File: config.mk
export PLATFORM = sky130hd
export DESIGN_NAME = multi_mode_counter
export DESIGN_NICKNAME = d
export VERILOG_FILES = /design/src/rtl/counter_pkg.sv /design/src/rtl/counter_nxt.sv /design/src/rtl/multi_mode_counter.sv
export SDC_FILE = /design/constraint.sdc
export NUM_CORES = 1
export LEC_CHECK = 0
export ABC_AREA = 1
export CAP_MARGIN = 10
export CORE_MARGIN = 5
export CORE_UTILIZATION = 52
export CTS_CLUSTER_SIZE = 28
export DETAILED_ROUTE_END_ITERATION = 8
export PLACE_DENSITY = 0.79
export RECOVER_POWER = 50
export SLEW_MARGIN = 30
export SYNTH_ARGS = -nofsm -noshare
export SYNTH_HDL_FRONTEND = slang
export SYNTH_HIERARCHICAL = 1
export SYNTH_SLANG_ARGS = --single-unit
File: constraint.sdc
create_clock -name clk -period 3.9 [get_ports clk]
set_input_delay 0.975 -clock clk [delete_from_list [all_inputs] [get_ports clk]]
set_output_delay 0.975 -clock clk [all_outputs]
set_load 0.05 [all_outputs]
File: src/rtl/counter_pkg.sv
// Shared types and constants for multi_mode_counter.
// Define MULTI_MODE_COUNTER_SAT_EN to let the sat input select saturation; otherwise the counter always wraps.
package counter_pkg;

    typedef enum logic [1:0] {
        IDLE = 2'd0,
        RUN  = 2'd1,
        DONE = 2'd2
    } state_e;

    localparam logic DIR_UP   = 1'b0;
    localparam logic DIR_DOWN = 1'b1;

`ifdef MULTI_MODE_COUNTER_SAT_EN
    localparam logic SAT_EN = 1'b1;
`else
    localparam logic SAT_EN = 1'b0;
`endif

endpackage

File: src/rtl/counter_nxt.sv
// Combinational next-count and boundary-event logic for multi_mode_counter.
// Saturation is honoured only when MULTI_MODE_COUNTER_SAT_EN is defined (see counter_pkg::SAT_EN).
module counter_nxt
    import counter_pkg::*;
#(
    parameter int WIDTH  = 8,
    parameter int STEP_W = 4
) (
    input  logic [WIDTH-1:0]  count_i,
    input  logic [STEP_W-1:0] step_i,
    input  logic [WIDTH-1:0]  lim_i,
    input  logic              m_i,
    input  logic              sat_i,
    output logic [WIDTH-1:0]  count_nxt_o,
    output logic              boundary_o
);

    localparam int XW = WIDTH + 1;

    logic [XW-1:0] cnt_x;
    logic [XW-1:0] lim_x;
    logic [XW-1:0] lim_p1;
    logic [XW-1:0] step_x;
    logic [XW-1:0] up_sum;
    logic [XW-1:0] up_wrap;
    logic [XW-1:0] dn_diff;
    logic [XW-1:0] dn_wrap;
    logic          sat_eff;

    assign cnt_x   = {1'b0, count_i};
    assign lim_x   = {1'b0, lim_i};
    assign step_x  = {{(XW-STEP_W){1'b0}}, step_i};
    assign lim_p1  = lim_x + XW'(1);
    assign up_sum  = cnt_x + step_x;
    assign dn_diff = cnt_x - step_x;

    // Wrapping is modular over [0, lim]: the overshoot past lim re-enters at 0,
    // and the undershoot below 0 re-enters at lim.
    assign up_wrap = up_sum - lim_p1;
    assign dn_wrap = lim_p1 + dn_diff;

    assign sat_eff = sat_i & SAT_EN;

    always_comb begin
        count_nxt_o = count_i;
        boundary_o  = 1'b0;
        if (step_i != '0) begin
            case (m_i)
                DIR_UP: begin
                    if (up_sum > lim_x) begin
                        if (sat_eff) begin
                            if (count_i != lim_i) begin
                                count_nxt_o = lim_i;
                                boundary_o  = 1'b1;
                            end
                        end else begin
                            // Overshoot larger than the range (count above lim after a load) lands on 0.
                            count_nxt_o = (up_wrap > lim_x) ? '0 : up_wrap[WIDTH-1:0];
                            boundary_o  = 1'b1;
                        end
                    end else begin
                        count_nxt_o = up_sum[WIDTH-1:0];
                    end
                end
                DIR_DOWN: begin
                    // Borrow out of the subtraction means count < step.
                    if (dn_diff[WIDTH]) begin
                        if (sat_eff) begin
                            if (count_i != '0) begin
                                count_nxt_o = '0;
                                boundary_o  = 1'b1;
                            end
                        end else begin
                            count_nxt_o = dn_wrap[WIDTH] ? lim_i : dn_wrap[WIDTH-1:0];
                            boundary_o  = 1'b1;
                        end
                    end else begin
                        count_nxt_o = dn_diff[WIDTH-1:0];
                    end
                end
                default: ;
            endcase
        end
    end

endmodule

File: src/rtl/multi_mode_counter.sv
// Up/down counter over [0, lim] with wrap or saturate, terminal-count pulse and oneshot stop.
// Saturation support is compiled in with MULTI_MODE_COUNTER_SAT_EN; the default build always wraps.
module multi_mode_counter
    import counter_pkg::*;
#(
    parameter int WIDTH  = 8,
    parameter int STEP_W = 4
) (
    input  logic              clk,
    input  logic              rst_n,
    input  logic              en,
    input  logic              m,
    input  logic              load,
    input  logic [WIDTH-1:0]  din,
    input  logic [STEP_W-1:0] step,
    input  logic [WIDTH-1:0]  lim,
    input  logic              oneshot,
    input  logic              sat,
    output logic [WIDTH-1:0]  count,
    output logic              tc,
    output logic              done
);

    state_e           state_q;
    logic [WIDTH-1:0] count_q;
    logic [WIDTH-1:0] count_d;
    logic             tc_q;
    logic             done_q;
    logic             boundary;

    counter_nxt #(
        .WIDTH  (WIDTH),
        .STEP_W (STEP_W)
    ) u_nxt (
        .count_i     (count_q),
        .step_i      (step),
        .lim_i       (lim),
        .m_i         (m),
        .sat_i       (sat),
        .count_nxt_o (count_d),
        .boundary_o  (boundary)
    );

    always_ff @(posedge clk or negedge rst_n) begin
        if (!rst_n) begin
            state_q <= IDLE;
            count_q <= '0;
            tc_q    <= 1'b0;
            done_q  <= 1'b0;
        end else begin
            tc_q <= 1'b0;
            if (load) begin
                count_q <= din;
                state_q <= RUN;
                done_q  <= 1'b0;
            end else begin
                case (state_q)
                    IDLE: begin
                        if (en) begin
                            state_q <= RUN;
                        end
                    end
                    RUN: begin
                        if (en) begin
                            count_q <= count_d;
                            if (boundary) begin
                                tc_q <= 1'b1;
                                if (oneshot) begin
                                    state_q <= DONE;
                                    done_q  <= 1'b1;
                                end
                            end
                        end
                    end
                    DONE: ;
                    default: begin
                        state_q <= IDLE;
                        done_q  <= 1'b0;
                    end
                endcase
            end
        end
    end

    assign count = count_q;
    assign tc    = tc_q;
    assign done  = done_q;

endmodule

==> flow_metrics.env, run 1 <==
export IMPL_drt_total_wl_um=15900
export IMPL_switching_share=0.554
export IMPL_power_frac_seq=0.057
export IMPL_cellPowerDensity_mw_per_mm2=857
export IMPL_crit_top_cell="nand2_1"
export IMPL_viasPerCell=6.82
export IMPL_worst_setup_path_type="in2reg"
export IMPL_p_switching_mw=2.22
export IMPL_setup_tns_ns=-7.90
export IMPL_antenna_found_initial=0
export IMPL_finalHoldViolCount=0
export IMPL_vdd_drop_max_mv=0.511
export IMPL_layout_setup_ws_ns=-0.910
export IMPL_rrSetupSlack_ns=-0.59
export IMPL_dieWidth_um=83.1
export IMPL_tightest_slew_ns=0.587
export IMPL_dp_hpwl_um=7400
export IMPL_status="complete, but fails checks"
export IMPL_chipHeight_um=83.1
export IMPL_fin_crit_sh=1.23
export IMPL_syn_area_mm2=0.00278
export IMPL_clock_latency_ns=0.25
export IMPL_worst_path_max_fanout=7
export IMPL_clock_power_share=0.035
export IMPL_ys_types=39
export IMPL_grt_max_degree=19
export IMPL_drive_gt1_frac=0.401
export IMPL_globalRouteTotalUtil=0.340
export IMPL_vias=4519
export IMPL_finalPower_mw=4.00
export IMPL_grt_pass1_wl_um=19500
export IMPL_syn_nets=524
export IMPL_port_buffers=35
export IMPL_period_needed_ns=4.81
export IMPL_drtIter0Drc=778
export IMPL_internal_power_mw=1.78
export IMPL_final_net_count=664
export IMPL_violations="design-rule violations, negative setup slack"
export IMPL_grt_ovfl_total=0
export IMPL_async_flop_share=1.00
export IMPL_slowest_delay_ns=0.28
export IMPL_holdBufCountCts=0
export IMPL_io_pin_count=37
export IMPL_slew_headroom=0.607
export IMPL_slowest_stage="ha_4"
export IMPL_setup_viol=12
export IMPL_p_leak_nw=2.37
export IMPL_cts_root_buf="clkbuf_8"
export IMPL_cts_tree="built"
export IMPL_ys_seq_area_frac=0.108
export IMPL_postSynthCellCount=454
export IMPL_worstPathArrival_ns=5.00
export IMPL_htree_levels=1
export IMPL_synth_edf_count=0
export IMPL_synth_seq_cells=12
export IMPL_yosysWarnings=6
export IMPL_maxSlewViolCount=0
export IMPL_cts_clk_slew_worst_paths_ns=0.05
export IMPL_min_path_type="reg2reg"
export IMPL_maxCapViolCount=0
export IMPL_grt_pass1_vias=4161
export IMPL_cts_made_buffers=3
export IMPL_wl_per_cell_um=24.0
export IMPL_antenna_left=0
export IMPL_start_util=0.541
export IMPL_rows=26
export IMPL_cts_sinks=12
export IMPL_syn2layout_area_growth_pct=68.0
export IMPL_antenna_cells=0
export IMPL_drc=3
export IMPL_combPwrFrac=0.908
export IMPL_max_freq_mhz=208
export IMPL_firstDrtPassIters=9
export IMPL_cp_required_ns=4.09
export IMPL_rsz0062_at_grt="true"
export IMPL_fp_coreArea_mm2=0.00514
export IMPL_end_kind="flip-flop"
export IMPL_cts_max_path_buffers=2
export IMPL_fin_util=0.908
export IMPL_finClkSkew_ns=0.00386
export IMPL_die_area_mm2=0.00691
export IMPL_syn_area_per_cell_um2=6.12
export IMPL_yosys_most_used_dff="dfrtp_1"
export IMPL_gp_congestion=0.943
export IMPL_start_kind="input port"
repair_timing:
item,in CTS,in global routing
setup buffers,9,7
endpoints found under the setup margin,12,12
pin swaps,48,42
resized for setup,77,64
cell usage after synthesis (all sizes together), types with 2 or more instances:
library cell	instances	share of area
a21oi	37	0.069
a31oi	2	0.0045
buf	5	0.015
dfrtp	12	0.11
fa	4	0.029
ha	39	0.18
inv	63	0.086
nand2	146	0.21
nand3	40	0.084
nand4	7	0.016
nor2	46	0.070
nor3	5	0.0090
nor4	2	0.0045
o21ai	16	0.029
or2	2	0.0045
xnor2	4	0.013
xor2	14	0.044
sequential cells by signal (all words and copies together), names as in the netlist:
name and flops:
tc 1, state_q 2, done 1, count 8
through the flow:
stage	cell area [um2]	instances	hold WS, ns	worst slack (ns)
global placement	3910	643	0.460	-0.907
detailed placement	3910	643	0.499	-1.08
finish	4670	663	0.540	-0.910
CTS	4330	656	0.515	-0.179
global route	4670	663	0.543	-0.957
floorplan	2840	454	0.536	-0.183
final timing paths:
kind	end	startpoint	depth (start not counted)
worst max-delay path	count[5]	step[2]	31
worst min-delay path	done	done	2
worst max register to register	count[5]	count[2]	29
worst min register to register	done	done	2
max in group asynchronous	count[4]	rst_n	1
min in group asynchronous	tc	rst_n	1
cell usage in the layout, fill, tap and decap left out, types with 3 or more instances in the layout:
cell type and n:
ha_4 16, fa_2 3, a21oi_4 6, clkbuf_8 4
dfrtp_1 12, nor3_1 3, nand2_1 109, nand2_4 9
a21oi_1 21, nand3_1 28, nand4_1 7, nand2_2 28
buf_4 99, xor2_1 9, o21ai_1 4, dlygate4sd2_1 3
o21ai_2 3, o21ai_0 9, nor2_1 34, a21oi_2 10
xor2_2 5, nand3_2 10, clkdlybuf4s50_1 26, nor2_2 10
buf_6 8, ha_1 21, inv_2 7, inv_1 53
power by group through the flow:
stage               sequential [mW]  combinational (mW)  clock, mW
global route                  0.233                3.74      0.144
global placement              0.207                2.30          0
detailed placement            0.210                2.38          0
floorplan                     0.285                1.38          0
CTS                           0.216                2.71      0.141
finish                        0.228                3.63      0.141
final cells by class:
cell class | count | area, um2
well taps | 70 | 87.6
repair buffers | 141 | 1190
flip-flops and latches | 12 | 300
clock buffers | 4 | 55.1
multi-input cells | 373 | 2780
inverters | 63 | 254
fillers | 205 | 470
logic make-up (layout without fill, tap and decap cells):
logic type,Yosys count,after routing,share of synthesized area
AND/OR/NAND/NOR,251,251,0.405
buffers and inverters,69,208,0.103
AO/OA/AOI/OAI,61,61,0.123
adder cells (fa/ha/maj),43,43,0.204
XOR/XNOR,18,18,0.0567
flip-flops,12,12,0.108
worst max-delay path, delay by kind of cell:
| family | cells | cell delay [ns] |
|---|---|---|
| AOI/OAI and AO/OA | 6 | 0.99 |
| xor gates and xnor gates | 1 | 0.21 |
| adders and majority gates | 3 | 0.76 |
| buffers and inverters | 4 | 0.22 |
| and+or+nand+nor | 17 | 1.83 |
per-layer routing:
| layer | vias to the layer above | track usage | wire (um) |
|---|---|---|---|
| li1 | 1750 | - | - |
| met1 | 1955 | 0.367 | 5160 |
| met2 | 567 | 0.608 | 6710 |
| met3 | 247 | 0.0545 | 2230 |
| met4 | 0 | 0.223 | 1830 |
| met5 | - | 0 | 0 |
Power figures use the tool's default switching activity.
==> run 2: changes to the inputs <==
==> constraint.sdc (replaced) <==
create_clock -name clk -period 4.1 [get_ports clk]
set_input_delay 1.025 -clock clk [delete_from_list [all_inputs] [get_ports clk]]
set_output_delay 1.025 -clock clk [all_outputs]
set_load 0.05 [all_outputs]
==> run 2 against run 1 <==
Net effect: the run ends with negative setup slack left; die area is the same; clock power decreased by 8%; clock skew shrank 0.0021 ns; sequential share of layout area up 0.34 points; total power fell by 17%; critical path type unchanged.
==> flow_metrics.env, run 2 (synthesized netlist as in run 1, its figures left out) <==
export IMPL_slew_headroom=0.623
export IMPL_period_needed_ns=4.70
export IMPL_start_util=0.541
export IMPL_chipHeight_um=83.1
export IMPL_fp_coreArea_mm2=0.00514
export IMPL_layout_setup_ws_ns=-0.601
export IMPL_viasPerCell=6.09
export IMPL_drtIter0Drc=449
export IMPL_rows=26
export IMPL_rsz0062_at_grt="true"
export IMPL_syn2layout_area_growth_pct=59.5
export IMPL_vias=3985
export IMPL_violations="negative setup slack"
export IMPL_finClkSkew_ns=0.00181
export IMPL_worst_path_max_fanout=7
export IMPL_end_kind="flip-flop"
export IMPL_grt_pass1_wl_um=16200
export IMPL_grt_max_degree=19
export IMPL_worst_setup_path_type="in2reg"
export IMPL_start_kind="input port"
export IMPL_final_cell_mix="nand2_1, buf_4, inv_1, nor2_1, nand2_2"
export IMPL_cts_clk_slew_worst_paths_ns=0.05
export IMPL_maxCapViolCount=0
export IMPL_rrSetupSlack_ns=-0.22
export IMPL_pre_cts_slack_ns=-1.15
export IMPL_die_area_mm2=0.00691
export IMPL_worst_r2r_path_depth=26
export IMPL_antenna_left=0
export IMPL_cts_root_buf="clkbuf_8"
export IMPL_drc=0
export IMPL_setup_viol=8
export IMPL_dp_hpwl_um=7290
export IMPL_worstReg2RegStart="count[2]"
export IMPL_holdPathEnd="done"
export IMPL_finalHoldViolCount=0
export IMPL_port_buffers=35
export IMPL_grt_ovfl_total=0
export IMPL_clock_latency_ns=0.24
export IMPL_largest_reg_flops=8
export IMPL_drt_total_wl_um=11900
export IMPL_vdd_drop_max_mv=0.481
export IMPL_layout_commonest_cell="nand2_1"
export IMPL_max_freq_mhz=213
export IMPL_cp_required_ns=4.28
export IMPL_whs_path_depth=2
export IMPL_htree_levels=1
export IMPL_tightest_slew_ns=0.563
export IMPL_antenna_cells=0
export IMPL_r2r_end="count[7]"
export IMPL_maxSlewViolCount=0
export IMPL_worstPathArrival_ns=4.88
export IMPL_dieWidth_um=83.1
export IMPL_cellPowerDensity_mw_per_mm2=750
export IMPL_firstDrtPassIters=6
export IMPL_setup_tns_ns=-4.51
export IMPL_status="complete, but fails checks"
export IMPL_wl_per_cell_um=18.2
export IMPL_min_path_type="reg2reg"
export IMPL_globalRouteTotalUtil=0.279
export IMPL_cts_tree="built"
export IMPL_gp_congestion=0.959
export IMPL_fin_crit_sh=1.15
export IMPL_drive_gt1_frac=0.380
export IMPL_final_net_count=655
export IMPL_p_leak_nw=2.27
export IMPL_antenna_found_initial=0
export IMPL_cts_made_buffers=3
export IMPL_min_from="done"
export IMPL_grt_pass1_vias=3657
export IMPL_cts_sinks=12
export IMPL_io_pin_count=37
export IMPL_cts_max_path_buffers=2
==> run 2: power breakdown <==
group          total [mW]  internal (mW)  switching (mW)
clock network       0.130         0.0849          0.0449
registers           0.213          0.144          0.0688
logic                2.98           1.33            1.65
total                3.32           1.55            1.77
==> run 2: worst max path at each step <==
| stage | slack, ns | depth (start not counted) | end | start |
|---|---|---|---|---|
| floorplan | -0.03 | 28 | count[7] | step[2] |
| global placement | -0.85 | 28 | count[1] | step[2] |
| finish | -0.60 | 28 | count[7] | step[2] |
| global route | -0.69 | 23 | count[5] | lim[2] |
| detailed placement | -1.15 | 28 | count[5] | step[2] |
| CTS | -0.09 | 26 | count[7] | step[0] |
==> run 2: per-layer routing <==
layer / GRT usage / share of wire / vias to the layer above
met1: 0.323 / 0.35 / 1819
li1: - / - / 1731
met4: 0.122 / 0.083 / 0
met5: 0 / 0 / -
met3: 0.0327 / 0.092 / 124
met2: 0.512 / 0.47 / 311
==> run 2: area by class of cell <==
class / instances / area (um2)
sequential: 12 / 300
clock buffer: 4 / 55.1
multi-input combinational: 374 / 2660
inverter: 63 / 251
fill: 260 / 707
timing repair buffer: 131 / 1080
tap: 70 / 87.6
==> run 2: timing repair <==
action	4_1_cts	5_1_grt
gates cloned	0	1
pin swaps	45	37
hold buffers	0	0
setup endpoints to repair	12	12
buffers inserted	7	6
resized for setup	65	48
==> run 2: metrics by stage <==
stage               power [mW]  hold WS, ns  utilization  instance area (um2)  cells
global route              3.52        0.543        0.862                 4430    654
detailed placement        2.43        0.457        0.750                 3860    636
CTS                       2.81        0.480        0.816                 4190    647
global placement          2.34        0.462        0.750                 3860    636
finish                    3.32        0.479        0.862                 4430    654
floorplan                 1.58        0.536            -                 2840    454
==> run 2: critical path, stage by stage <==
cell,delay [ns]
buf_12,0.09
inv_12,0.03
ha_4,0.26
inv_2,0.04
nand2_2,0.07
nand2_2,0.08
a21oi_4,0.23
xor2_4,0.24
ha_4,0.25
a21oi_2,0.15
nand2_2,0.13
xnor2_4,0.22
ha_4,0.24
a21oi_2,0.16
o21ai_1,0.16
o211ai_1,0.24
nand2_1,0.09
nand2_1,0.09
nand2_1,0.07
o21ai_2,0.09
nand2_2,0.09
nor2_4,0.28
nand2_2,0.09
a21oi_2,0.18
nand2_1,0.08
nand2_1,0.08
nand2_1,0.05
nand2_1,0.07
